### src/rtl/mc_control.sv
// ============================================================================
// Module   : mc_control
// Purpose  : Multi-cycle MIPS control FSM driving datapath muxes, strobes and
//            the 4-bit ALU opcode.
// Revision : 1.0 - initial release
// ============================================================================
`default_nettype none

module mc_control #(
    parameter logic [3:0] RST_STATE = 4'd0
) (
    input  logic       clk,
    input  logic       rst,
    input  logic [5:0] opcode,
    input  logic [5:0] funct,
    input  logic       zero,
    input  logic       mem_ready,
    output logic [3:0] alu_op,
    output logic       alu_src_a,
    output logic [1:0] alu_src_b,
    output logic       ext_zero,
    output logic [1:0] pc_source,
    output logic       pc_en,
    output logic       iord,
    output logic       mem_read,
    output logic       mem_write,
    output logic       ir_write,
    output logic       reg_dst,
    output logic       mem_to_reg,
    output logic       reg_write,
    output logic       illegal_op,
    output logic [3:0] state
);

    localparam logic [3:0] S_FETCH     = 4'd0;
    localparam logic [3:0] S_DECODE    = 4'd1;
    localparam logic [3:0] S_EXEC_R    = 4'd2;
    localparam logic [3:0] S_R_WB      = 4'd3;
    localparam logic [3:0] S_MEM_ADDR  = 4'd4;
    localparam logic [3:0] S_MEM_READ  = 4'd5;
    localparam logic [3:0] S_MEM_WB    = 4'd6;
    localparam logic [3:0] S_MEM_WRITE = 4'd7;
    localparam logic [3:0] S_EXEC_I    = 4'd8;
    localparam logic [3:0] S_I_WB      = 4'd9;
    localparam logic [3:0] S_BRANCH    = 4'd10;
    localparam logic [3:0] S_JUMP      = 4'd11;

    localparam logic [5:0] OP_RTYPE = 6'b000000;
    localparam logic [5:0] OP_LW    = 6'b100011;
    localparam logic [5:0] OP_SW    = 6'b101011;
    localparam logic [5:0] OP_BEQ   = 6'b000100;
    localparam logic [5:0] OP_BNE   = 6'b000101;
    localparam logic [5:0] OP_ADDI  = 6'b001000;
    localparam logic [5:0] OP_ADDIU = 6'b001001;
    localparam logic [5:0] OP_ANDI  = 6'b001100;
    localparam logic [5:0] OP_ORI   = 6'b001101;
    localparam logic [5:0] OP_XORI  = 6'b001110;
    localparam logic [5:0] OP_J     = 6'b000010;

    localparam logic [3:0] ALU_ADD = 4'b0010;
    localparam logic [3:0] ALU_SUB = 4'b0110;
    localparam logic [3:0] ALU_AND = 4'b0000;
    localparam logic [3:0] ALU_OR  = 4'b0001;
    localparam logic [3:0] ALU_XOR = 4'b0111;
    localparam logic [3:0] ALU_NOR = 4'b1100;

    logic [3:0] r_state;
    logic [3:0] w_next_state;

    always_ff @(posedge clk) begin
        if (rst) begin
            r_state <= RST_STATE;
        end else begin
            r_state <= w_next_state;
        end
    end

    assign state = r_state;

    always_comb begin
        w_next_state = S_FETCH;
        alu_op       = ALU_AND;
        alu_src_a    = 1'b0;
        alu_src_b    = 2'b00;
        ext_zero     = 1'b0;
        pc_source    = 2'b00;
        pc_en        = 1'b0;
        iord         = 1'b0;
        mem_read     = 1'b0;
        mem_write    = 1'b0;
        ir_write     = 1'b0;
        reg_dst      = 1'b0;
        mem_to_reg   = 1'b0;
        reg_write    = 1'b0;
        illegal_op   = 1'b0;

        case (r_state)
            S_FETCH: begin
                mem_read     = 1'b1;
                alu_src_b    = 2'b01;
                alu_op       = ALU_ADD;
                ir_write     = mem_ready;
                pc_en        = mem_ready;
                w_next_state = mem_ready ? S_DECODE : S_FETCH;
            end
            S_DECODE: begin
                // Speculatively compute the branch target into ALUOut.
                alu_src_b = 2'b11;
                alu_op    = ALU_ADD;
                case (opcode)
                    OP_RTYPE: begin
                        if (funct[5:3] == 3'b100) begin
                            w_next_state = S_EXEC_R;
                        end else begin
                            illegal_op = 1'b1;
                        end
                    end
                    OP_LW, OP_SW:   w_next_state = S_MEM_ADDR;
                    OP_BEQ, OP_BNE: w_next_state = S_BRANCH;
                    OP_ADDI, OP_ADDIU, OP_ANDI, OP_ORI, OP_XORI:
                                    w_next_state = S_EXEC_I;
                    OP_J:           w_next_state = S_JUMP;
                    default:        illegal_op = 1'b1;
                endcase
            end
            S_EXEC_R: begin
                alu_src_a = 1'b1;
                case (funct[2:0])
                    3'b000, 3'b001: alu_op = ALU_ADD;
                    3'b010, 3'b011: alu_op = ALU_SUB;
                    3'b100:         alu_op = ALU_AND;
                    3'b101:         alu_op = ALU_OR;
                    3'b110:         alu_op = ALU_XOR;
                    default:        alu_op = ALU_NOR;
                endcase
                w_next_state = S_R_WB;
            end
            S_R_WB: begin
                reg_dst   = 1'b1;
                reg_write = 1'b1;
            end
            S_MEM_ADDR: begin
                alu_src_a    = 1'b1;
                alu_src_b    = 2'b10;
                alu_op       = ALU_ADD;
                w_next_state = (opcode == OP_SW) ? S_MEM_WRITE : S_MEM_READ;
            end
            S_MEM_READ: begin
                iord         = 1'b1;
                mem_read     = 1'b1;
                w_next_state = mem_ready ? S_MEM_WB : S_MEM_READ;
            end
            S_MEM_WB: begin
                mem_to_reg = 1'b1;
                reg_write  = 1'b1;
            end
            S_MEM_WRITE: begin
                iord         = 1'b1;
                mem_write    = 1'b1;
                w_next_state = mem_ready ? S_FETCH : S_MEM_WRITE;
            end
            S_EXEC_I: begin
                alu_src_a = 1'b1;
                alu_src_b = 2'b10;
                case (opcode)
                    OP_ANDI: begin alu_op = ALU_AND; ext_zero = 1'b1; end
                    OP_ORI:  begin alu_op = ALU_OR;  ext_zero = 1'b1; end
                    OP_XORI: begin alu_op = ALU_XOR; ext_zero = 1'b1; end
                    default: alu_op = ALU_ADD;
                endcase
                w_next_state = S_I_WB;
            end
            S_I_WB: begin
                reg_write = 1'b1;
            end
            S_BRANCH: begin
                alu_src_a = 1'b1;
                alu_op    = ALU_SUB;
                pc_source = 2'b01;
                pc_en     = (opcode == OP_BNE) ? ~zero : zero;
            end
            S_JUMP: begin
                pc_source = 2'b10;
                pc_en     = 1'b1;
            end
            default: begin
                w_next_state = S_FETCH;
            end
        endcase
    end

endmodule

`default_nettype wire

### config.mk
export PLATFORM = sky130hd
export DESIGN_NAME = mc_control
export DESIGN_NICKNAME = d
export VERILOG_FILES = /design/src/rtl/mc_control.sv
export SDC_FILE = /design/constraint.sdc
export NUM_CORES = 1
export LEC_CHECK = 0
export CAP_MARGIN = 20
export CORE_ASPECT_RATIO = 1.5
export CORE_MARGIN = 2
export CORE_UTILIZATION = 30
export DETAILED_ROUTE_END_ITERATION = 10
export DONT_BUFFER_PORTS = 1
export PLACE_DENSITY_LB_ADDON = 0.15
export SETUP_SLACK_MARGIN = 0.15
export SLEW_MARGIN = 10
export SYNTH_ARGS = -nofsm -noshare
export SYNTH_HDL_FRONTEND = slang
export SYNTH_SLANG_ARGS = --single-unit
### constraint.sdc
create_clock -name clk -period 1.35 [get_ports clk]
set_input_delay 0.0675 -clock clk [delete_from_list [all_inputs] [get_ports clk]]
set_output_delay 0.0675 -clock clk [all_outputs]
set_load 0.01 [all_outputs]
==> results by group <==
Status
  • Status: finished with violations
  • Violated checks: negative setup slack

Power
  • Final Power: 531 uW
  • Pleak: 0.000536 uW
  • PD cells: 380 nW/um2
  • VDD IR max: 0.407 mV

Job
  • Max-Cap Viols: 0

Die
  • Die ar.: 2800 um2
  • Die Wd: 43.8 um
  • Initial cell density of the core: 0.320
  • Die Y: 63.8 um
  • I/O Pins: 39
  • # rows: 21
  • Core area: 2230 um2

Worst setup path
  • Worst path arrival time: 1.32 ns
  • Crit path capture type: primary output
  • Crit Path Category: reg -> out
  • Reg-to-reg endpoint: state[0]
  • CP Data Required Time: 1.28 ns
  • Crit start category: register
  • Crit. Startpoint: state[0]
  • R2R depth: 7
  • FF-to-FF setup slack: -0.03 ns
  • Maximum net fanout on the critical path: 5
  • R2r startpoint: state[0]

Clock network
  • Num CTS Buffers: 3
  • H-tree depth: 1
  • CTS tree: yes
  • CTS Buffer Depth: 2
  • Root Driver: clkbuf_4
  • Clock Sinks: 4
  • Clock-pin slew on the worst setup and hold paths: 0.04 ns
  • Worst-skew pair later-pin latency: 0.25 ns

Layout
  • Commonest non-fill, non-tap cells in the layout: 28 x buf_4, 11 x buf_6, 5 x nor2_4
  • Area occupied by multi-input gates: 833 um2
  • Diodes inserted: 0
  • # nets final: 158
  • Share of cells above drive strength 1: 0.679
  • Post-route cell area: 1400 um2
  • Commonest non-fill, non-tap cell in the layout: buf_4
  • Max reg flops: 4
  • Sequential Area: 95.1 um2
  • Area Growth Syn to Fin: 95.8%
  • Fillers: 176

Routing
  • Detail Route Antenna Nets: 0
  • DR vias/cell: 5.93
  • Residual DRC: 0
  • Routed vias: 967
  • WL final: 2960 um
  • Initial DRC count: 16
  • WL/cell: 18.2 um
  • TritonRoute pass-1 iters: 4

Global route
  • Vias in the first global route: 952
  • Largest net degree at the start of global routing: 12
  • Total GRT Usage: 0.204
  • Global-route wire length before repair: 4420 um
  • Initial antenna violation count: 0
  • Gr ovfl total: 0

Yosys
  • Mapped Cells: 105
  • Cell Area, Synth: 714 um2
  • Distinct cells, synth: 37
  • Register area share after synthesis: 0.112
  • Ys Warns: 0
  • Syn nets: 121
  • Ys flop type: dfxtp_1
  • Ys async rst share: 0
  • Synthesis-stage register bit count: 4
  • Mean post-synth cell area: 6.80 um2
  • Largest cells by area after synthesis: dfxtp_1 11%, buf_2 7.0%, a21oi_1 6.3%, nor2_1 5.8%, nor3_1 5.6%
  • Share of the synthesized area in the top cell type: 0.112
  • EDFF count, synth: 0
  • Area leader, netlist: dfxtp_1

Timing
  • Slew @ Worst Pin: 0.450 ns
  • Final Hold Viols: 0
  • Slew Viols, Final: 0
  • Setup TNS Final: -0.148 ns
  • RSZ-0062 raised after global routing: true
  • Post-layout min period: 1.39 ns
  • Slew margin rel.: 0.697
  • Count of final setup violators: 6
  • Max Freq: 720 MHz
  • Final Skew: 0.00703 ns
  • Setup WS post-layout: -0.0380 ns
  • Fraction of the cycle the final worst path needs: 1.03

Min path
  • Hold Path Depth: 3
  • Hold Path End: state[1]
  • Min-delay src: opcode[0]
  • Worst Hold Class: in -> reg

Place
  • Gp weighted congestion: 0.883
  • Placed Area: 911 um2
  • # port buffers: 0
  • DP HPWL: 1840 um
==> synth_stat cells, types with 2 or more instances <==
master / instances
nor2_1: 11
nand2b_1: 6
and3_1: 3
nand4b_1: 2
dfxtp_1: 4
nand2_1: 6
a21oi_1: 9
xnor2_1: 3
a311oi_1: 2
xor2_1: 3
inv_1: 2
o21bai_1: 2
nor3_1: 8
nor3b_1: 2
buf_2: 10
nor4_1: 3
o21ai_0: 6
nor2b_1: 4
==> where the power goes <==
part | switching (uW) | total, uW | internal, uW | leakage, uW
combinational | 112 | 243 | 131 | 0.000487
clock | 64.9 | 165 | 101 | 0.0000138
sequential | 6.14 | 123 | 116 | 0.0000355
==> cell families (layout without fill, tap and decap cells) <==
group                  after synthesis  count (layout)  synth area share
AND/OR/NAND/NOR                     51              51             0.417
AO/OA/AOI/OAI                       30              30             0.287
buffers and inverters               13              48            0.0963
XOR/XNOR                             6               6            0.0736
flip-flops                           4               4             0.112
multiplexers                         1               1            0.0140
==> layout make-up <==
cell class,instances,share of cell area
clock buffers,3,0.0161
repair buffers,43,0.294
inverters,2,0.00537
multi-input cells,88,0.596
well taps,23,0.0206
flip-flops and latches,4,0.0680
==> worst max-delay path by stage <==
| stage | end | slack [ns] |
|---|---|---|
| final | alu_op[0] | -0.04 |
| after global routing | state[0] | -0.10 |
| after CTS | alu_op[0] | -0.005 |
| after detailed placement | state[0] | 0.04 |
| after global placement | state[0] | 0.005 |
| after floorplan | alu_op[0] | 0.13 |
==> worst max-delay path, cell delays in order, from the launching register on <==
cell and delay [ns]:
dfxtp_4 0.36, buf_12 0.13, nor2_4 0.12, nand4b_1 0.22, o2bb2ai_2 0.24
==> what timing repair did <==
| action | 4_1_cts | 5_1_grt |
|---|---|---|
| pin swaps | 16 | 13 |
| endpoints found under the setup margin | 23 | 23 |
| endpoints found under the hold margin | 2 | 0 |
| hold buffers | 1 | 0 |
| cloned | 1 | 0 |
| buffers inserted | 11 | 5 |
| gates resized for setup | 49 | 26 |
==> per-layer routing <==
metal / vias up / global-route usage / wire length (um)
met5: - / 0 / 0
li1: 460 / - / -
met4: 0 / 0.0568 / 82
met3: 9 / 0.0395 / 141
met2: 33 / 0.379 / 1640
met1: 465 / 0.224 / 1100
==> per-stage QoR <==
step / setup slack [ns] / hold slack [ns] / cells / utilization
2_1_floorplan: 0.129 / 0.141 / 105 / -
3_3_place_gp: 0.00455 / 0.143 / 142 / 0.408
3_5_place_dp: 0.0364 / 0.144 / 142 / 0.408
4_1_cts: -0.00496 / 0.0455 / 158 / 0.560
5_1_grt: -0.104 / 0.0427 / 163 / 0.626
6_report: -0.0380 / 0.0383 / 163 / 0.626
(Power assumes the default switching activity.)
